<file path="src/rtl/fifo_lvl_pkg.sv">
// Shared helpers for the fifo_lvl block: width computation used by ports and pointers.
package fifo_lvl_pkg;

    // Bits needed to encode values 0..value-1; returns 0 for value <= 1.
    function automatic int clog2(input int value);
        int r;
        r = 0;
        while ((1 << r) < value) begin
            r = r + 1;
        end
        return r;
    endfunction

endpackage

</file>
<file path="src/rtl/fifo_ram.sv">
// FIFO storage: DEPTH x DATAW, synchronous write, asynchronous read, no reset.
module fifo_ram #(
    parameter int DATAW = 8,
    parameter int DEPTH = 4,
    parameter int AW    = 2
) (
    input  logic             clk,
    input  logic             we,
    input  logic [AW-1:0]    waddr,
    input  logic [DATAW-1:0] wdata,
    input  logic [AW-1:0]    raddr,
    output logic [DATAW-1:0] rdata
);

    logic [DATAW-1:0] mem [DEPTH];

    always_ff @(posedge clk) begin
        if (we) begin
            mem[waddr] <= wdata;
        end
    end

    assign rdata = mem[raddr];

endmodule

</file>
<file path="src/rtl/fifo_lvl.sv">
// Show-ahead synchronous FIFO with occupancy count, level flags and sticky
// overflow/underflow flags. Flags derive from the registered count only.
module fifo_lvl
    import fifo_lvl_pkg::*;
#(
    parameter int DATAW  = 8,
    parameter int DEPTH  = 4,
    parameter int AF_THR = DEPTH - 1,
    parameter int AE_THR = 1
) (
    input  logic                         clk,
    input  logic                         rst,
    input  logic                         i_flush,
    input  logic [DATAW-1:0]             i_wr_data,
    input  logic                         i_wr_en,
    output logic                         o_wr_full,
    output logic                         o_wr_afull,
    output logic [DATAW-1:0]             o_rd_data,
    input  logic                         i_rd_en,
    output logic                         o_rd_empty,
    output logic                         o_rd_aempty,
    output logic [clog2(DEPTH+1)-1:0]    o_count,
    output logic                         o_ovf,
    output logic                         o_udf,
    input  logic                         i_err_clr
);

    localparam int CW = clog2(DEPTH + 1);
    localparam int PW = clog2(DEPTH);

    if (DEPTH < 2 || DATAW < 1 || AE_THR >= AF_THR || AF_THR > DEPTH || AE_THR < 0) begin : g_bad_params
        $error("fifo_lvl: illegal parameters (need DEPTH>=2, DATAW>=1, 0<=AE_THR<AF_THR<=DEPTH)");
    end

    logic [PW-1:0] wr_ptr;
    logic [PW-1:0] rd_ptr;
    logic [CW-1:0] count;
    logic          ovf;
    logic          udf;
    logic          full;
    logic          empty;
    logic          rd_ok;
    logic          wr_ok;
    logic          wr_rej;
    logic          rd_rej;

    // Explicit wrap so non-power-of-two depths never index past DEPTH-1.
    function automatic logic [PW-1:0] ptr_inc(input logic [PW-1:0] p);
        return (p == PW'(DEPTH - 1)) ? '0 : p + 1'b1;
    endfunction

    assign full   = (count == CW'(DEPTH));
    assign empty  = (count == '0);
    assign rd_ok  = i_rd_en & ~empty;
    assign wr_ok  = i_wr_en & (~full | rd_ok);
    assign wr_rej = i_wr_en & ~wr_ok;
    assign rd_rej = i_rd_en & empty;

    fifo_ram #(
        .DATAW (DATAW),
        .DEPTH (DEPTH),
        .AW    (PW)
    ) u_ram (
        .clk   (clk),
        .we    (wr_ok & ~i_flush),
        .waddr (wr_ptr),
        .wdata (i_wr_data),
        .raddr (rd_ptr),
        .rdata (o_rd_data)
    );

    always_ff @(posedge clk) begin
        if (rst) begin
            wr_ptr <= '0;
            rd_ptr <= '0;
            count  <= '0;
            ovf    <= 1'b0;
            udf    <= 1'b0;
        end else begin
            if (i_flush) begin
                wr_ptr <= '0;
                rd_ptr <= '0;
                count  <= '0;
            end else begin
                if (wr_ok) wr_ptr <= ptr_inc(wr_ptr);
                if (rd_ok) rd_ptr <= ptr_inc(rd_ptr);
                if (wr_ok && !rd_ok) begin
                    count <= count + 1'b1;
                end else if (rd_ok && !wr_ok) begin
                    count <= count - 1'b1;
                end
            end
            // A new error event wins over a coincident clear.
            if (wr_rej && !i_flush) begin
                ovf <= 1'b1;
            end else if (i_err_clr) begin
                ovf <= 1'b0;
            end
            if (rd_rej) begin
                udf <= 1'b1;
            end else if (i_err_clr) begin
                udf <= 1'b0;
            end
        end
    end

    assign o_count     = count;
    assign o_wr_full   = full;
    assign o_wr_afull  = (count >= CW'(AF_THR));
    assign o_rd_empty  = empty;
    assign o_rd_aempty = (count <= CW'(AE_THR));
    assign o_ovf       = ovf;
    assign o_udf       = udf;

endmodule

</file>
<file path="config.mk">
export PLATFORM = sky130hd
export DESIGN_NAME = fifo_lvl
export DESIGN_NICKNAME = d
export VERILOG_FILES = /design/src/rtl/fifo_lvl_pkg.sv /design/src/rtl/fifo_ram.sv /design/src/rtl/fifo_lvl.sv
export SDC_FILE = /design/constraint.sdc
export NUM_CORES = 1
export LEC_CHECK = 0
export CAP_MARGIN = 25
export CORE_MARGIN = 2
export CORE_UTILIZATION = 45
export CTS_BUF_LIST = sky130_fd_sc_hd__clkbuf_4 sky130_fd_sc_hd__clkbuf_8
export CTS_CLUSTER_DIAMETER = 100
export CTS_CLUSTER_SIZE = 28
export DETAILED_ROUTE_END_ITERATION = 16
export GPL_TIMING_DRIVEN = 0
export PLACE_DENSITY = 0.79
export SYNTH_ARGS = -nofsm -noshare
export SYNTH_HDL_FRONTEND = slang
export SYNTH_HIERARCHICAL = 1
export SYNTH_SLANG_ARGS = --single-unit
</file>
<file path="constraint.sdc">
create_clock -name clk -period 2.2 [get_ports clk]
set_input_delay 0.22 -clock clk [delete_from_list [all_inputs] [get_ports clk]]
set_output_delay 0.22 -clock clk [all_outputs]
set_load 0.05 [all_outputs]
</file>
==> After elaboration in Yosys (flattened, before gate mapping) <==
Memory sizes are Yosys's and may differ from the RTL's. A register that Yosys moved wholly into a read port is not among the register bits.
Index checks and enable logic that the tools add are counted.
{ "word_totals": {"register_bits": 9, "ramBits": 32, "out_inout_bits": 17, "word_cells": 47, "n_memories": 1} }
{ "memory_table": {"columns": ["memory", "words", "word_bits", "rd", "rd_ports_with_merged_regs", "wr", "line", "text"], "rows": [
  ["u_ram.mem", 4, 8, 1, 1, 1, "fifo_ram.sv:15", "logic [DATAW-1:0] mem [DEPTH];"]
]} }
{ "classes": {"n_addsub": 4, "n_lt_le_gt_ge": 2, "n_eq_ne": 3, "muxes": 11, "bitwise": 10, "reduce_logical": 11} }
{ "ops": {"columns": ["cell", "count"], "rows": [
  ["$mux 2", 4],
  ["$mux 3", 2],
  ["$reduce_bool 2->1", 3],
  ["$and 1x1->1", 5],
  ["$mux 1", 5],
  ["$add 2x1->2 const B", 2],
  ["$eq 2x2->1 const B", 2],
  ["$not 1->1", 4],
  ["$add 3x1->3 const B", 1],
  ["$eq 3x3->1 const B", 1],
  ["$ge 3x2->1 const B", 1],
  ["$le 3x1->1 const B", 1],
  ["$logic_and 1x1->1", 3],
  ["$logic_not 1->1", 3],
  ["$logic_not 3->1", 1],
  ["$sub 3x1->3 const B", 1],
  ["$reduce_or 2->1", 1],
  ["$or 1x1->1", 1]
]} }

==> Logic depth before layout (Yosys ltp) <==
Gate-level depths: netlist of run 1.
{ "depth": {"ltp_word": 9, "depth_mapped": 8, "mapped_depth_nobuf": 8} }

==> Modules after synthesis <==
The synthesis of run 1 kept the hierarchy.
{ "modules_own_cells": {"columns": ["module", "n_inst", "cells_each", "area_per_inst_um2"], "rows": [
  ["fifo_ram", 1, 46, 1188.6],
  ["fifo_lvl", 1, 65, 539.3]
]} }

==> Worst setup path before layout of run 1 <==
Ideal clock, no wire load.
{ "synth_path": {"path_type": "reg2reg", "from": "register count[0], in the netlist o_count[0]", "to": "memory u_ram.mem[0][0], enable pin", "setup_time_ns": 0.385, "arrival_ns": 2.232, "setup_slack_ns": -0.417, "path_stages_with_launch": 6, "period_less_slack_ns": 2.617, "cell_sequence": "dfxtp_1 -> inv_1 -> ha_1 -> and3b_1 -> nor3_1 -> nor3b_1"} }
{ "synth_via": {"elab_chain_len": 8, "elab_cells_between_ends": 10, "classes_between": "eq/ne: 1; mux: 2; bitwise: 6; reduce/logical: 1"} }
{ "synth_rtl": {"columns": ["element", "line", "text"], "rows": [
  ["start: declaration", "fifo_lvl.sv:37", "logic [CW-1:0] count;"],
  ["start signal: assignment", "fifo_lvl.sv:88", "count <= count + 1'b1;"],
  ["start signal: assignment", "fifo_lvl.sv:90", "count <= count - 1'b1;"],
  ["$logic_not 3->1", "fifo_lvl.sv:53", "assign empty = (count == '0);"],
  ["$not 1->1", "fifo_lvl.sv:54", "assign rd_ok = i_rd_en & ~empty;"],
  ["$and 1x1->1", "fifo_lvl.sv:54", null],
  ["$or 1x1->1 *", "fifo_lvl.sv:55", "assign wr_ok = i_wr_en & (~full | rd_ok);"],
  ["$and 1x1->1 *", "fifo_lvl.sv:55", null],
  ["$and 1x1->1 *", "fifo_lvl.sv:65", ".we (wr_ok & ~i_flush),"],
  ["$mux 1 *", "fifo_ram.sv:18", "if (we) begin"],
  ["$mux 1 (not written as such) *", "fifo_ram.sv:19", "mem[waddr] <= wdata;"],
  ["end: declaration", "fifo_ram.sv:15", null]
]} }
Every way passes the cells marked *; elsewhere a longest branch is shown, timed or not.

==> Worst setup path after layout of run 1 <==
{ "layout_path": {"from": "register count[1], in the netlist o_count[1]", "to": "output o_rd_aempty"} }
{ "layout_via": {"elab_chain_len": 1} }
{ "layout_rtl": {"columns": ["element", "line", "text"], "rows": [
  ["$le 3x1->1", "fifo_lvl.sv:111", "assign o_rd_aempty = (count <= CW'(AE_THR));"],
  ["end: declaration", "fifo_lvl.sv:21", "output logic o_rd_aempty,"]
]} }
Every way passes these cells.

==> impl_results.html, run 1 <==
<table>
<tr><th>Metric</th><th>Value</th></tr>
<tr><th colspan="2">Outcome</th></tr>
<tr><td>Outcome</td><td>finished clean</td></tr>
<tr><th colspan="2">Drt</th></tr>
<tr><td>Average wire length per cell after detail routing</td><td>14.6 um</td></tr>
<tr><td>Wirelength, routed</td><td>2920 um</td></tr>
<tr><td>DRT Pass-1 Iters</td><td>4</td></tr>
<tr><td>Detail-routed via count per cell</td><td>5.08</td></tr>
<tr><td>Total via count in the routed design</td><td>1011</td></tr>
<tr><td>Count of nets left with antenna violations after detail routing</td><td>0</td></tr>
<tr><td>Iteration-0 DRC count of the detailed router</td><td>27</td></tr>
<tr><td>DRC viols</td><td>0</td></tr>
<tr><th colspan="2">Worst setup path</th></tr>
<tr><td>Startpoint type of the worst setup path</td><td>flip-flop</td></tr>
<tr><td>Category of the worst setup path capture point</td><td>output pin</td></tr>
<tr><td>R2R Path End</td><td>u_ram/mem[0][2]</td></tr>
<tr><td>Top fanout value on the critical path</td><td>5</td></tr>
<tr><td>Start point of the critical path</td><td>o_count[1]</td></tr>
<tr><td>Startpoint of the worst-slack reg-to-reg timing path</td><td>o_count[0]</td></tr>
<tr><td>Number of cells on the worst reg-to-reg path</td><td>6</td></tr>
<tr><td>FF-to-FF setup slack</td><td>240 ps</td></tr>
<tr><td>CP Data Required Time</td><td>1980 ps</td></tr>
<tr><td>Arrival time reported for the critical path endpoint</td><td>1840 ps</td></tr>
<tr><td>Startpoint-to-endpoint class of the critical path</td><td>reg -&gt; out</td></tr>
<tr><th colspan="2">STA</th></tr>
<tr><td>Top achievable clock speed</td><td>0.485 GHz</td></tr>
<tr><td>Relative slew slack</td><td>0.660</td></tr>
<tr><td>Clk_skew</td><td>3.22 ps</td></tr>
<tr><td>Period Utilization, post-route</td><td>0.938</td></tr>
<tr><td>Worst Hold Margin</td><td>504 ps</td></tr>
<tr><td>Max-slew violation count</td><td>0</td></tr>
<tr><td>Unrepaired setup endpoints after global routing</td><td>no</td></tr>
<tr><td>Final critical-path required period</td><td>2060 ps</td></tr>
<tr><td>Final hold violations</td><td>0</td></tr>
<tr><td>Slew @ Worst Pin</td><td>509 ps</td></tr>
<tr><td>Final setup violation count</td><td>0</td></tr>
<tr><th colspan="2">Floorplanning</th></tr>
<tr><td>Starting density of the core</td><td>0.468</td></tr>
<tr><td>Placement row count</td><td>22</td></tr>
<tr><td>Die Y</td><td>66.0 um</td></tr>
<tr><td>Area of the placeable core</td><td>3690 um2</td></tr>
<tr><td>Die Outline Area</td><td>4350 um2</td></tr>
<tr><td>Number of I/O pins</td><td>31</td></tr>
<tr><td>Width of the die</td><td>66.0 um</td></tr>
<tr><th colspan="2">Synth</th></tr>
<tr><td>Sequential element share of the synthesized area</td><td>0.660</td></tr>
<tr><td>Most common flop cell mapped by yosys</td><td>sky130_fd_sc_hd__edfxtp_1</td></tr>
<tr><td>Average cell area after synthesis</td><td>15.6 um2</td></tr>
<tr><td>Distinct cell type count of the synthesized netlist</td><td>29</td></tr>
<tr><td>Share of flip-flops with an asynchronous set or reset</td><td>0</td></tr>
<tr><td>Synth Net Count</td><td>133</td></tr>
<tr><td>Cell count after synthesis</td><td>111</td></tr>
<tr><td>Number of flip-flops and latches in the synthesized netlist</td><td>41</td></tr>
<tr><td>Total number of yosys warnings</td><td>6</td></tr>
<tr><td>Post-synthesis cell area</td><td>1730 um2</td></tr>
<tr><td>Number of enable flip-flop cells after synthesis</td><td>32</td></tr>
<tr><th colspan="2">Finish</th></tr>
<tr><td>Layout cell share with drive strength beyond 1</td><td>0.192</td></tr>
<tr><td>Non-filler instance count after layout</td><td>199</td></tr>
<tr><td>Post-synthesis to final-layout area growth</td><td>27.4%</td></tr>
<tr><td>Inserted Diodes</td><td>0</td></tr>
<tr><td>Final-stage net count</td><td>172</td></tr>
<tr><th colspan="2">Place</th></tr>
<tr><td>Half-perimeter wire length after placement</td><td>2140 um</td></tr>
<tr><td>Number of cells after detailed placement</td><td>189</td></tr>
<tr><td>Global placement routability congestion</td><td>0.751</td></tr>
<tr><td>Buffers added on ports</td><td>30</td></tr>
<tr><th colspan="2">Min path</th></tr>
<tr><td>Hold Path Cell Cnt</td><td>2</td></tr>
<tr><td>Start point of the worst min-delay path</td><td>o_ovf</td></tr>
<tr><td>Hold Crit Endpoint</td><td>o_ovf</td></tr>
<tr><td>Class of the tightest hold or removal check</td><td>reg -&gt; reg</td></tr>
<tr><th colspan="2">Global route</th></tr>
<tr><td>GR Layer Usage met1</td><td>0.164</td></tr>
<tr><td>Initial antenna violation count</td><td>0</td></tr>
<tr><td>Met2 global-route usage</td><td>0.280</td></tr>
<tr><td>Met3 track utilization from global routing</td><td>0.0596</td></tr>
<tr><td>Grt ovf</td><td>0</td></tr>
<tr><td>Number of global-route vias before repair</td><td>1071</td></tr>
<tr><td>Wire length of the first global-routing pass</td><td>4780 um</td></tr>
<tr><td>Total routing usage reported by global routing</td><td>0.155</td></tr>
<tr><td>Grt peak-use layer</td><td>met2</td></tr>
<tr><td>Maximum number of pins on one net before global-route repair</td><td>14</td></tr>
<tr><th colspan="2">Pwr</th></tr>
<tr><td>Power Density</td><td>736 nW/um2</td></tr>
<tr><td>IR drop worst, VDD</td><td>386 uV</td></tr>
<tr><td>Leakage</td><td>0.828 nW</td></tr>
<tr><td>Total design power</td><td>1.62 mW</td></tr>
<tr><th colspan="2">Clock network</th></tr>
<tr><td>Maximum buffer depth of the clock tree</td><td>2</td></tr>
<tr><td>Clk slew on worst S/H paths</td><td>70 ps</td></tr>
<tr><td>Hold-fix buffers at CTS</td><td>0</td></tr>
<tr><td>CTS H-tree depth</td><td>2</td></tr>
<tr><td>Clock root cell</td><td>sky130_fd_sc_hd__clkbuf_8</td></tr>
<tr><td>Clk sinks</td><td>41</td></tr>
<tr><td>CTS tree</td><td>yes</td></tr>
<tr><td>Clock insertion delay at the later pin of the skew report</td><td>290 ps</td></tr>
<tr><td>Number of clock buffers inserted by TritonCTS</td><td>5</td></tr>
<tr><th colspan="2">Run</th></tr>
<tr><td>Max-cap violation count</td><td>0</td></tr>
</table>
synthesized netlist by cell type, types with 2 or more instances:
master                     instances  share of area
sky130_fd_sc_hd__edfxtp_1         32           0.56
sky130_fd_sc_hd__dfxtp_1           9           0.10
sky130_fd_sc_hd__nor2_1            9          0.020
sky130_fd_sc_hd__ha_1              8          0.058
sky130_fd_sc_hd__mux4_2            8           0.10
sky130_fd_sc_hd__inv_1             7          0.015
sky130_fd_sc_hd__a21oi_1           5          0.014
sky130_fd_sc_hd__o21ai_0           5          0.014
sky130_fd_sc_hd__and3b_1           3          0.015
sky130_fd_sc_hd__nand2_1           3         0.0065
sky130_fd_sc_hd__mux2i_1           2          0.012
sky130_fd_sc_hd__nor3b_1           2         0.0087
sky130_fd_sc_hd__or4_1             2         0.0087
registers in the layout, summed over array words and instances (netlist names):
name and cells:
o_count 3, o_ovf 1, rd_ptr 2, wr_ptr 2, u_ram/mem 32, o_udf 1
how the worst max path moves through the flow:
stage,end,slack [ps],depth (start not counted)
6_report,o_rd_aempty,140,5
5_1_grt,o_rd_aempty,30,5
4_1_cts,o_wr_full,30,4
3_5_place_dp,u_ram/mem[0][0],-4,4
3_3_place_gp,u_ram/mem[0][4],20,4
2_1_floorplan,u_ram/mem[0][0],170,5
per-stage QoR:
| step | util | setup WS [ps] | instance area [um2] | TNS (ps) |
|---|---|---|---|---|
| CTS | 0.590 | 35.0 | 2180 | 0 |
| global route | 0.597 | 30.9 | 2200 | 0 |
| finish | 0.597 | 137 | 2200 | 0 |
| floorplan | - | 169 | 1740 | 0 |
| detailed placement | 0.570 | -3.87 | 2100 | -30.0 |
| global placement | 0.570 | 23.9 | 2100 | 0 |
layout by cell type, fill, tap and decap left out, types with 2 or more instances in the layout:
cell type | synthesis | final
sky130_fd_sc_hd__edfxtp_1 | 32 | 32
sky130_fd_sc_hd__clkdlybuf4s50_1 | 0 | 19
sky130_fd_sc_hd__nor2_1 | 9 | 9
sky130_fd_sc_hd__dlygate4sd2_1 | 0 | 9
sky130_fd_sc_hd__ha_1 | 8 | 8
sky130_fd_sc_hd__mux4_2 | 8 | 8
sky130_fd_sc_hd__inv_1 | 7 | 7
sky130_fd_sc_hd__dfxtp_1 | 9 | 7
sky130_fd_sc_hd__o21ai_0 | 5 | 5
sky130_fd_sc_hd__a21oi_1 | 5 | 5
sky130_fd_sc_hd__clkbuf_8 | 0 | 5
sky130_fd_sc_hd__nand2_1 | 3 | 3
sky130_fd_sc_hd__or4_1 | 2 | 2
sky130_fd_sc_hd__mux2i_1 | 2 | 2
sky130_fd_sc_hd__clkinv_2 | 0 | 2
sky130_fd_sc_hd__dfxtp_2 | 0 | 2
sky130_fd_sc_hd__dlymetal6s2s_1 | 0 | 2
sky130_fd_sc_hd__and3b_2 | 0 | 2
sky130_fd_sc_hd__buf_4 | 0 | 2
per-layer routing:
metal / up-vias / wire, um
met3: 6 / 163
met2: 31 / 1480
li1: 492 / -
met5: - / 0
met1: 482 / 1220
met4: 0 / 42
worst max-delay path: stages, from the launching register on:
cell and delay (ps):
sky130_fd_sc_hd__dfxtp_2 340, sky130_fd_sc_hd__inv_1 120, sky130_fd_sc_hd__ha_1 160, sky130_fd_sc_hd__a21oi_1 40, sky130_fd_sc_hd__nor2_1 80, sky130_fd_sc_hd__clkdlybuf4s50_1 810
cell type report:
type	instances	area, um2
clock buffers	5	68.8
clock inverters	3	17.5
well taps	48	60.1
plain buffers	3	20.0
repair buffers	32	309
multi-input cells	59	552
inverters	8	30.0
flip-flops and latches	41	1140
fillers	299	1490
where the power goes:
part,internal [mW],total (mW),switching [mW]
registers,0.854,0.868,0.0140
clock network,0.218,0.458,0.240
logic,0.114,0.293,0.179
cells by family (layout without fill, tap and decap cells):
| group | count (synthesis) | in the layout | share of synthesized area |
|---|---|---|---|
| buffers and inverters | 11 | 51 | 0.0290 |
| adder cells (fa/ha/maj) | 8 | 8 | 0.0579 |
| AND/OR/NAND/NOR | 26 | 26 | 0.0840 |
| flip-flops | 41 | 41 | 0.660 |
| XOR/XNOR | 2 | 2 | 0.0101 |
| multiplexers | 10 | 10 | 0.116 |
| AO/OA/AOI/OAI | 13 | 13 | 0.0427 |
repair_timing:
item	in CTS	in global routing
setup buffers	0	2
endpoints found under the setup margin	9	34
resized for setup	9	5
Note: power is estimated with default switching activity, not from simulation.
==> inputs of run 2 (changes only) <==
Settings changed: CORE_ASPECT_RATIO set to 1.4, GPL_ROUTABILITY_DRIVEN set to 0.
==> run 2 against run 1 <==
Maximum frequency shrank 2.6%. Wire length hardly changed. Die area is 0.16% higher. First-iteration DRC count shrank 3.7%. Worst setup slack got worse by 56 ps. Cell count shrank 3.5%. Critical path depth is 1 lower. Via count down 2.1%. Sequential power about the same. Global-route usage down 1.1 points. Highest routed layer unchanged.
==> impl_results.html, run 2 (synthesis gave the netlist of run 1 again) <==
<table>
<tr><th>Metric</th><th>Value</th></tr>
<tr><th colspan="2">Outcome</th></tr>
<tr><td>Outcome</td><td>finished clean</td></tr>
<tr><th colspan="2">Floorplanning</th></tr>
<tr><td>Starting density of the core</td><td>0.470 (+0.00159)</td></tr>
<tr><td>Number of I/O pins</td><td>31 (unchanged)</td></tr>
<tr><td>Area of the placeable core</td><td>3680 um2 (-0.34%)</td></tr>
<tr><td>Die Y</td><td>77.3 um (+17%)</td></tr>
<tr><td>Placement row count</td><td>26 (+18%)</td></tr>
<tr><td>Die Outline Area</td><td>4360 um2 (+0.16%)</td></tr>
<tr><td>Width of the die</td><td>56.4 um (-15%)</td></tr>
<tr><th colspan="2">Worst setup path</th></tr>
<tr><td>Category of the worst setup path capture point</td><td>output pin</td></tr>
<tr><td>Startpoint-to-endpoint class of the critical path</td><td>reg -&gt; out</td></tr>
<tr><td>Arrival time reported for the critical path endpoint</td><td>1900 ps (+60 ps)</td></tr>
<tr><td>Slowest stage cell on the critical path</td><td>sky130_fd_sc_hd__clkdlybuf4s50_1</td></tr>
<tr><td>Crit path max-delay family</td><td>buffers and inverters</td></tr>
<tr><td>Max incr delay on CP</td><td>790 ps (-20 ps)</td></tr>
<tr><td>Top fanout value on the critical path</td><td>5 (unchanged)</td></tr>
<tr><td>CP Data Required Time</td><td>1980 ps (about the same)</td></tr>
<tr><td>Startpoint type of the worst setup path</td><td>flip-flop</td></tr>
<tr><td>Bufs and invs on worst path</td><td>2 (unchanged)</td></tr>
<tr><td>Crit path cell chain</td><td>inv_1, ha_1, and2_1, clkdlybuf4s50_1</td></tr>
<tr><th colspan="2">Drt</th></tr>
<tr><td>DRT Pass-1 Iters</td><td>3 (-1)</td></tr>
<tr><td>Detail-routed via count per cell</td><td>5.16 (+1.5%)</td></tr>
<tr><td>Total via count in the routed design</td><td>990 (-2.1%)</td></tr>
<tr><td>Count of nets left with antenna violations after detail routing</td><td>0 (unchanged)</td></tr>
<tr><td>Wirelength, routed</td><td>2910 um (about the same)</td></tr>
<tr><td>DRC viols</td><td>0 (unchanged)</td></tr>
<tr><td>Iteration-0 DRC count of the detailed router</td><td>26 (-3.7%)</td></tr>
<tr><td>Average wire length per cell after detail routing</td><td>15.2 um (+3.6%)</td></tr>
<tr><th colspan="2">Global route</th></tr>
<tr><td>Grt ovf</td><td>0 (unchanged)</td></tr>
<tr><td>Initial antenna violation count</td><td>0 (unchanged)</td></tr>
<tr><td>Wire length of the first global-routing pass</td><td>4640 um (-2.9%)</td></tr>
<tr><td>Number of global-route vias before repair</td><td>1002 (-6.4%)</td></tr>
<tr><td>Maximum number of pins on one net before global-route repair</td><td>13 (-1)</td></tr>
<tr><td>Total routing usage reported by global routing</td><td>0.144 (-0.0110)</td></tr>
<tr><th colspan="2">Pwr</th></tr>
<tr><td>Share of total power in sequential cells</td><td>0.537 (about the same)</td></tr>
<tr><td>Leakage</td><td>0.813 nW (-1.8%)</td></tr>
<tr><td>Sw Share</td><td>0.267 (about the same)</td></tr>
<tr><td>Internal power</td><td>1.19 mW (-0.11%)</td></tr>
<tr><td>Total design power</td><td>1.62 mW (-0.14%)</td></tr>
<tr><td>Clock share of power</td><td>0.279 (-0.004)</td></tr>
<tr><td>IR drop worst, VDD</td><td>455 uV (+18%)</td></tr>
<tr><td>Comb power frac</td><td>0.184 (+0.003)</td></tr>
<tr><td>Power spent charging and discharging nets</td><td>432 uW (-0.21%)</td></tr>
<tr><td>Power Density</td><td>738 nW/um2 (+0.26%)</td></tr>
<tr><th colspan="2">Clock network</th></tr>
<tr><td>Hold-fix buffers at CTS</td><td>0 (unchanged)</td></tr>
<tr><td>Clk sinks</td><td>41 (unchanged)</td></tr>
<tr><td>Number of clock buffers inserted by TritonCTS</td><td>5 (unchanged)</td></tr>
<tr><td>Clock insertion delay at the later pin of the skew report</td><td>290 ps (about the same)</td></tr>
<tr><td>Clk slew on worst S/H paths</td><td>70 ps (about the same)</td></tr>
<tr><td>Maximum buffer depth of the clock tree</td><td>2 (unchanged)</td></tr>
<tr><td>Clock root cell</td><td>sky130_fd_sc_hd__clkbuf_8</td></tr>
<tr><td>CTS tree</td><td>yes</td></tr>
<tr><td>CTS H-tree depth</td><td>2 (unchanged)</td></tr>
<tr><th colspan="2">STA</th></tr>
<tr><td>Relative slew slack</td><td>0.664 (+0.00450)</td></tr>
<tr><td>Clk_skew</td><td>6.39 ps (+3.17 ps)</td></tr>
<tr><td>Max-slew violation count</td><td>0 (unchanged)</td></tr>
<tr><td>Final critical-path required period</td><td>2120 ps (+56.0 ps)</td></tr>
<tr><td>Slew @ Worst Pin</td><td>502 ps (-6.73 ps)</td></tr>
<tr><td>Unrepaired setup endpoints after global routing</td><td>no</td></tr>
<tr><td>Final setup violation count</td><td>0 (unchanged)</td></tr>
<tr><td>Final hold violations</td><td>0 (unchanged)</td></tr>
<tr><td>Period Utilization, post-route</td><td>0.963 (+0.0254)</td></tr>
<tr><td>Top achievable clock speed</td><td>0.472 GHz (-2.6%)</td></tr>
<tr><th colspan="2">Place</th></tr>
<tr><td>Instance area after placement</td><td>2090 um2 (-0.36%)</td></tr>
<tr><td>Half-perimeter wire length after placement</td><td>2080 um (-2.6%)</td></tr>
<tr><td>Buffers added on ports</td><td>30 (unchanged)</td></tr>
<tr><th colspan="2">Finish</th></tr>
<tr><td>Register with the highest flop count</td><td>u_ram/mem</td></tr>
<tr><td>Inserted Diodes</td><td>0 (unchanged)</td></tr>
<tr><td>Layout fillers</td><td>300 (+0.33%)</td></tr>
<tr><td>Final-stage net count</td><td>171 (-0.58%)</td></tr>
<tr><td>Top library cells by usage in the layout, fill and taps aside</td><td>sky130_fd_sc_hd__edfxtp_1, sky130_fd_sc_hd__clkdlybuf4s50_1, sky130_fd_sc_hd__nor2_1</td></tr>
<tr><td>Post-synthesis to final-layout area growth</td><td>26.9%</td></tr>
<tr><td>Leading cell type in the layout, fill and taps excluded</td><td>sky130_fd_sc_hd__edfxtp_1</td></tr>
<tr><td>Layout cell share with drive strength beyond 1</td><td>0.160 (-0.0321)</td></tr>
<tr><td>Max reg flops</td><td>32 (unchanged)</td></tr>
<tr><td>Layout Cell Area excl Fill</td><td>2190 um2 (-0.40%)</td></tr>
<tr><th colspan="2">Min path</th></tr>
<tr><td>Class of the tightest hold or removal check</td><td>reg -&gt; reg</td></tr>
<tr><th colspan="2">Run</th></tr>
<tr><td>Max-cap violation count</td><td>0 (unchanged)</td></tr>
</table>
[run 2: cell count changes in the layout (fill, tap and decap cells not counted), sizes merged]
cell and delta:
dlygate4sd2 -1, clkinv +1, buf -1, clkdlybuf4s50 +1, clkinvlp -1
[run 2: final cells by class]
cell class | count | area (um2) | area share
inverter | 8 | 30.0 | 0.0137
buffer | 3 | 20.0 | 0.00913
timing repair buffer | 31 | 315 | 0.144
clock inverter | 3 | 12.5 | 0.00571
multi-input combinational | 59 | 549 | 0.251
clock buffer | 5 | 68.8 | 0.0314
tap | 42 | 52.6 | 0.0240
sequential | 41 | 1140 | 0.522
[run 2: final timing paths]
| check | startpoint | to | slack (ps) | cells past startpoint |
|---|---|---|---|---|
| setup reg to reg | o_count[0] | u_ram/mem[3][1] | 150 | 5 |
| setup / recovery | o_count[1] | o_wr_full | 80 | 4 |
| hold reg to reg | o_ovf | o_ovf | 510 | 2 |
| hold / removal | o_ovf | o_ovf | 510 | 2 |
[run 2: routing by layer]
metal | GRT usage | wire length (um)
met5 | 0 | 0
met1 | 0.151 | 1120
met3 | 0.0523 | 163
met4 | 0.0643 | 53
met2 | 0.254 | 1570
[run 2: power groups by stage]
| stage | clock network (mW) | registers [mW] | logic, mW |
|---|---|---|---|
| final | 0.452 | 0.869 | 0.298 |
| after global placement | 0 | 0.884 | 0.296 |
| after global routing | 0.496 | 0.870 | 0.318 |
| after floorplan | 0 | 0.907 | 0.176 |
| after detailed placement | 0 | 0.886 | 0.301 |
| after CTS | 0.467 | 0.869 | 0.296 |
[run 2: repair_timing]
item                                    4_1_cts  5_1_grt
setup buffers                                 0        1
gates resized for setup                       8        3
endpoints found under the setup margin        8       12
[run 2: per-stage QoR]
stage | utilization | worst slack [ps] | instances | hold slack (ps) | setup TNS, ps
CTS | 0.589 | 10.9 | 191 | 515 | 0
global route | 0.596 | 9.27 | 192 | 551 | 0
global placement | 0.570 | 30.0 | 183 | 474 | 0
floorplan | - | 169 | 111 | 292 | 0
detailed placement | 0.570 | -50.1 | 183 | 485 | -395
finish | 0.596 | 80.8 | 192 | 507 | 0
[run 2: worst register-to-register path: cells and delay by family (launching register included)]
kind	cells	cell delay, ps
simple gates	3	1000
buf+inv	1	90
flops	1	380
fa+ha+maj	1	240
==> inputs of run 3 (changes only) <==
Settings changed: SKIP_CTS_REPAIR_TIMING set to 1.
==> run 3 against run 2 <==
Worst setup slack about the same. Cell count is the same. Global-route usage unchanged. Sequential share of layout area shrank 0.71 points. Cell area up 1.4%. Clock-buffer cell count unchanged. Power increased by 0.27%. Critical endpoint unchanged.
==> impl_results.html, run 3 (synthesis gave the netlist of run 1 again) <==
<table>
<tr><th>Metric</th><th>Value</th></tr>
<tr><th colspan="2">Floorplanning</th></tr>
<tr><td>Die Y</td><td>77.3 um (unchanged)</td></tr>
<tr><td>Placement row count</td><td>26 (unchanged)</td></tr>
<tr><td>Starting density of the core</td><td>0.470 (unchanged)</td></tr>
<tr><td>Width of the die</td><td>56.4 um (unchanged)</td></tr>
<tr><td>Die Outline Area</td><td>4360 um2 (unchanged)</td></tr>
<tr><td>Area of the placeable core</td><td>3680 um2 (unchanged)</td></tr>
<tr><td>Number of I/O pins</td><td>31 (unchanged)</td></tr>
<tr><th colspan="2">Finish</th></tr>
<tr><td>Final-stage net count</td><td>171 (unchanged)</td></tr>
<tr><td>Register with the highest flop count</td><td>u_ram/mem</td></tr>
<tr><td>Top library cells by usage in the layout, fill and taps aside</td><td>sky130_fd_sc_hd__edfxtp_1, sky130_fd_sc_hd__clkdlybuf4s50_1, sky130_fd_sc_hd__dlymetal6s2s_1</td></tr>
<tr><td>Layout Cell Area excl Fill</td><td>2220 um2 (+1.4%)</td></tr>
<tr><td>Leading cell type in the layout, fill and taps excluded</td><td>sky130_fd_sc_hd__edfxtp_1</td></tr>
<tr><td>Inserted Diodes</td><td>0 (unchanged)</td></tr>
<tr><td>Max reg flops</td><td>32 (unchanged)</td></tr>
<tr><td>Final core utilization</td><td>0.604 (+0.00817)</td></tr>
<tr><td>Post-synthesis to final-layout area growth</td><td>28.6%</td></tr>
<tr><td>Layout cell share with drive strength beyond 1</td><td>0.160 (unchanged)</td></tr>
<tr><th colspan="2">STA</th></tr>
<tr><td>Max-slew violation count</td><td>0 (unchanged)</td></tr>
<tr><td>Worst Hold Margin</td><td>507 ps (-0.0750 ps)</td></tr>
<tr><td>Final setup violation count</td><td>0 (unchanged)</td></tr>
<tr><td>Slew @ Worst Pin</td><td>510 ps (+8.10 ps)</td></tr>
<tr><td>Relative slew slack</td><td>0.659 (-0.00491)</td></tr>
<tr><td>Top achievable clock speed</td><td>0.472 GHz (about the same)</td></tr>
<tr><td>Final critical-path required period</td><td>2120 ps (-0.0466 ps)</td></tr>
<tr><td>Final hold violations</td><td>0 (unchanged)</td></tr>
<tr><td>Unrepaired setup endpoints after global routing</td><td>no</td></tr>
<tr><td>Period Utilization, post-route</td><td>0.963 (about the same)</td></tr>
<tr><td>Clk_skew</td><td>4.98 ps (-1.41 ps)</td></tr>
<tr><th colspan="2">Global route</th></tr>
<tr><td>Wire length of the first global-routing pass</td><td>4640 um (unchanged)</td></tr>
<tr><td>Maximum number of pins on one net before global-route repair</td><td>13 (unchanged)</td></tr>
<tr><td>Grt ovf</td><td>0 (unchanged)</td></tr>
<tr><td>Number of global-route vias before repair</td><td>1002 (unchanged)</td></tr>
<tr><td>Total routing usage reported by global routing</td><td>0.144 (unchanged)</td></tr>
<tr><td>Initial antenna violation count</td><td>0 (unchanged)</td></tr>
<tr><th colspan="2">Worst setup path</th></tr>
<tr><td>Startpoint type of the worst setup path</td><td>flip-flop</td></tr>
<tr><td>Startpoint-to-endpoint class of the critical path</td><td>reg -&gt; out</td></tr>
<tr><td>Category of the worst setup path capture point</td><td>output pin</td></tr>
<tr><td>Arrival time reported for the critical path endpoint</td><td>1900 ps (about the same)</td></tr>
<tr><td>CP Data Required Time</td><td>1980 ps (about the same)</td></tr>
<tr><td>Top fanout value on the critical path</td><td>5 (unchanged)</td></tr>
<tr><th colspan="2">Pwr</th></tr>
<tr><td>IR drop worst, VDD</td><td>451 uV (-0.85%)</td></tr>
<tr><td>Leakage</td><td>0.875 nW (+7.7%)</td></tr>
<tr><td>Power Density</td><td>730 nW/um2 (-1.1%)</td></tr>
<tr><th colspan="2">Place</th></tr>
<tr><td>Buffers added on ports</td><td>30 (unchanged)</td></tr>
<tr><td>Half-perimeter wire length after placement</td><td>2080 um (unchanged)</td></tr>
<tr><td>Instance area after placement</td><td>2090 um2 (unchanged)</td></tr>
<tr><th colspan="2">Clock network</th></tr>
<tr><td>Clock root cell</td><td>sky130_fd_sc_hd__clkbuf_8</td></tr>
<tr><td>CTS tree</td><td>yes</td></tr>
<tr><td>Number of clock buffers inserted by TritonCTS</td><td>5 (unchanged)</td></tr>
<tr><td>CTS H-tree depth</td><td>2 (unchanged)</td></tr>
<tr><td>Clock insertion delay at the later pin of the skew report</td><td>290 ps (about the same)</td></tr>
<tr><td>Clk sinks</td><td>41 (unchanged)</td></tr>
<tr><td>Clk slew on worst S/H paths</td><td>70 ps (about the same)</td></tr>
<tr><td>Maximum buffer depth of the clock tree</td><td>2 (unchanged)</td></tr>
<tr><th colspan="2">Drt</th></tr>
<tr><td>Wirelength, routed</td><td>2930 um (+0.51%)</td></tr>
<tr><td>DRT Pass-1 Iters</td><td>4 (+1)</td></tr>
<tr><td>Average wire length per cell after detail routing</td><td>15.3 um (+0.51%)</td></tr>
<tr><td>Iteration-0 DRC count of the detailed router</td><td>24 (-7.7%)</td></tr>
<tr><td>Detail-routed via count per cell</td><td>5.16 (unchanged)</td></tr>
<tr><td>DRC viols</td><td>0 (unchanged)</td></tr>
<tr><td>Count of nets left with antenna violations after detail routing</td><td>0 (unchanged)</td></tr>
<tr><td>Total via count in the routed design</td><td>990 (unchanged)</td></tr>
<tr><th colspan="2">Min path</th></tr>
<tr><td>Class of the tightest hold or removal check</td><td>reg -&gt; reg</td></tr>
<tr><th colspan="2">Outcome</th></tr>
<tr><td>Outcome</td><td>finished clean</td></tr>
<tr><th colspan="2">Run</th></tr>
<tr><td>Max-cap violation count</td><td>0 (unchanged)</td></tr>
</table>
==> run 3: changes by cell type in the layout (fill, tap and decap cells not counted), sizes merged <==
cell | before | now
dlymetal6s2s | 2 | 10
dlygate4sd2 | 8 | 0
==> run 3: through the flow <==
step / std cells / setup slack, ps / setup TNS, ps / total power [mW]
CTS: 191 / -138 / -921 / 1.64
finish: 192 / 80.9 / 0 / 1.62
global placement: 183 / 30.0 / 0 / 1.18
floorplan: 111 / 169 / 0 / 1.08
global route: 192 / 9.27 / 0 / 1.69
detailed placement: 183 / -50.1 / -395 / 1.19
==> run 3: worst paths after layout <==
kind               from         endpoint  slack, ps  depth (start not counted)
min               o_ovf            o_ovf        510                          2
max reg2reg  o_count[0]  u_ram/mem[3][1]        170                          5
min reg2reg       o_ovf            o_ovf        510                          2
max          o_count[1]        o_wr_full         80                          4
==> run 3: final cells by class <==
cell class | instances | area, um2
timing repair buffer | 31 | 345
clock buffer | 5 | 68.8
buffer | 3 | 20.0
clock inverter | 3 | 12.5
sequential | 41 | 1140
inverter | 8 | 30.0
fill | 290 | 1450
multi-input combinational | 59 | 549
tap | 42 | 52.6
==> run 3: metal layers <==
layer | global-route usage | up-vias | share of wire
met3 | 0.0523 | 7 | 0.058
li1 | - | 489 | -
met2 | 0.254 | 29 | 0.54
met5 | 0 | - | 0
met1 | 0.151 | 465 | 0.39
met4 | 0.0643 | 0 | 0.018
==> run 3: where the power goes <==
group | switching, mW | internal, mW | total (mW) | leakage, nW
combinational | 0.180 | 0.124 | 0.304 | 0.468
clock | 0.237 | 0.213 | 0.450 | 0.0430
sequential | 0.0141 | 0.855 | 0.869 | 0.365
total | 0.431 | 1.19 | 1.62 | 0.875
==> run 3: critical path, stage by stage, from the launching register on <==
cell and delay (ps):
sky130_fd_sc_hd__dfxtp_2 340, sky130_fd_sc_hd__inv_1 130, sky130_fd_sc_hd__ha_1 220, sky130_fd_sc_hd__and2_1 140, sky130_fd_sc_hd__clkdlybuf4s50_1 790
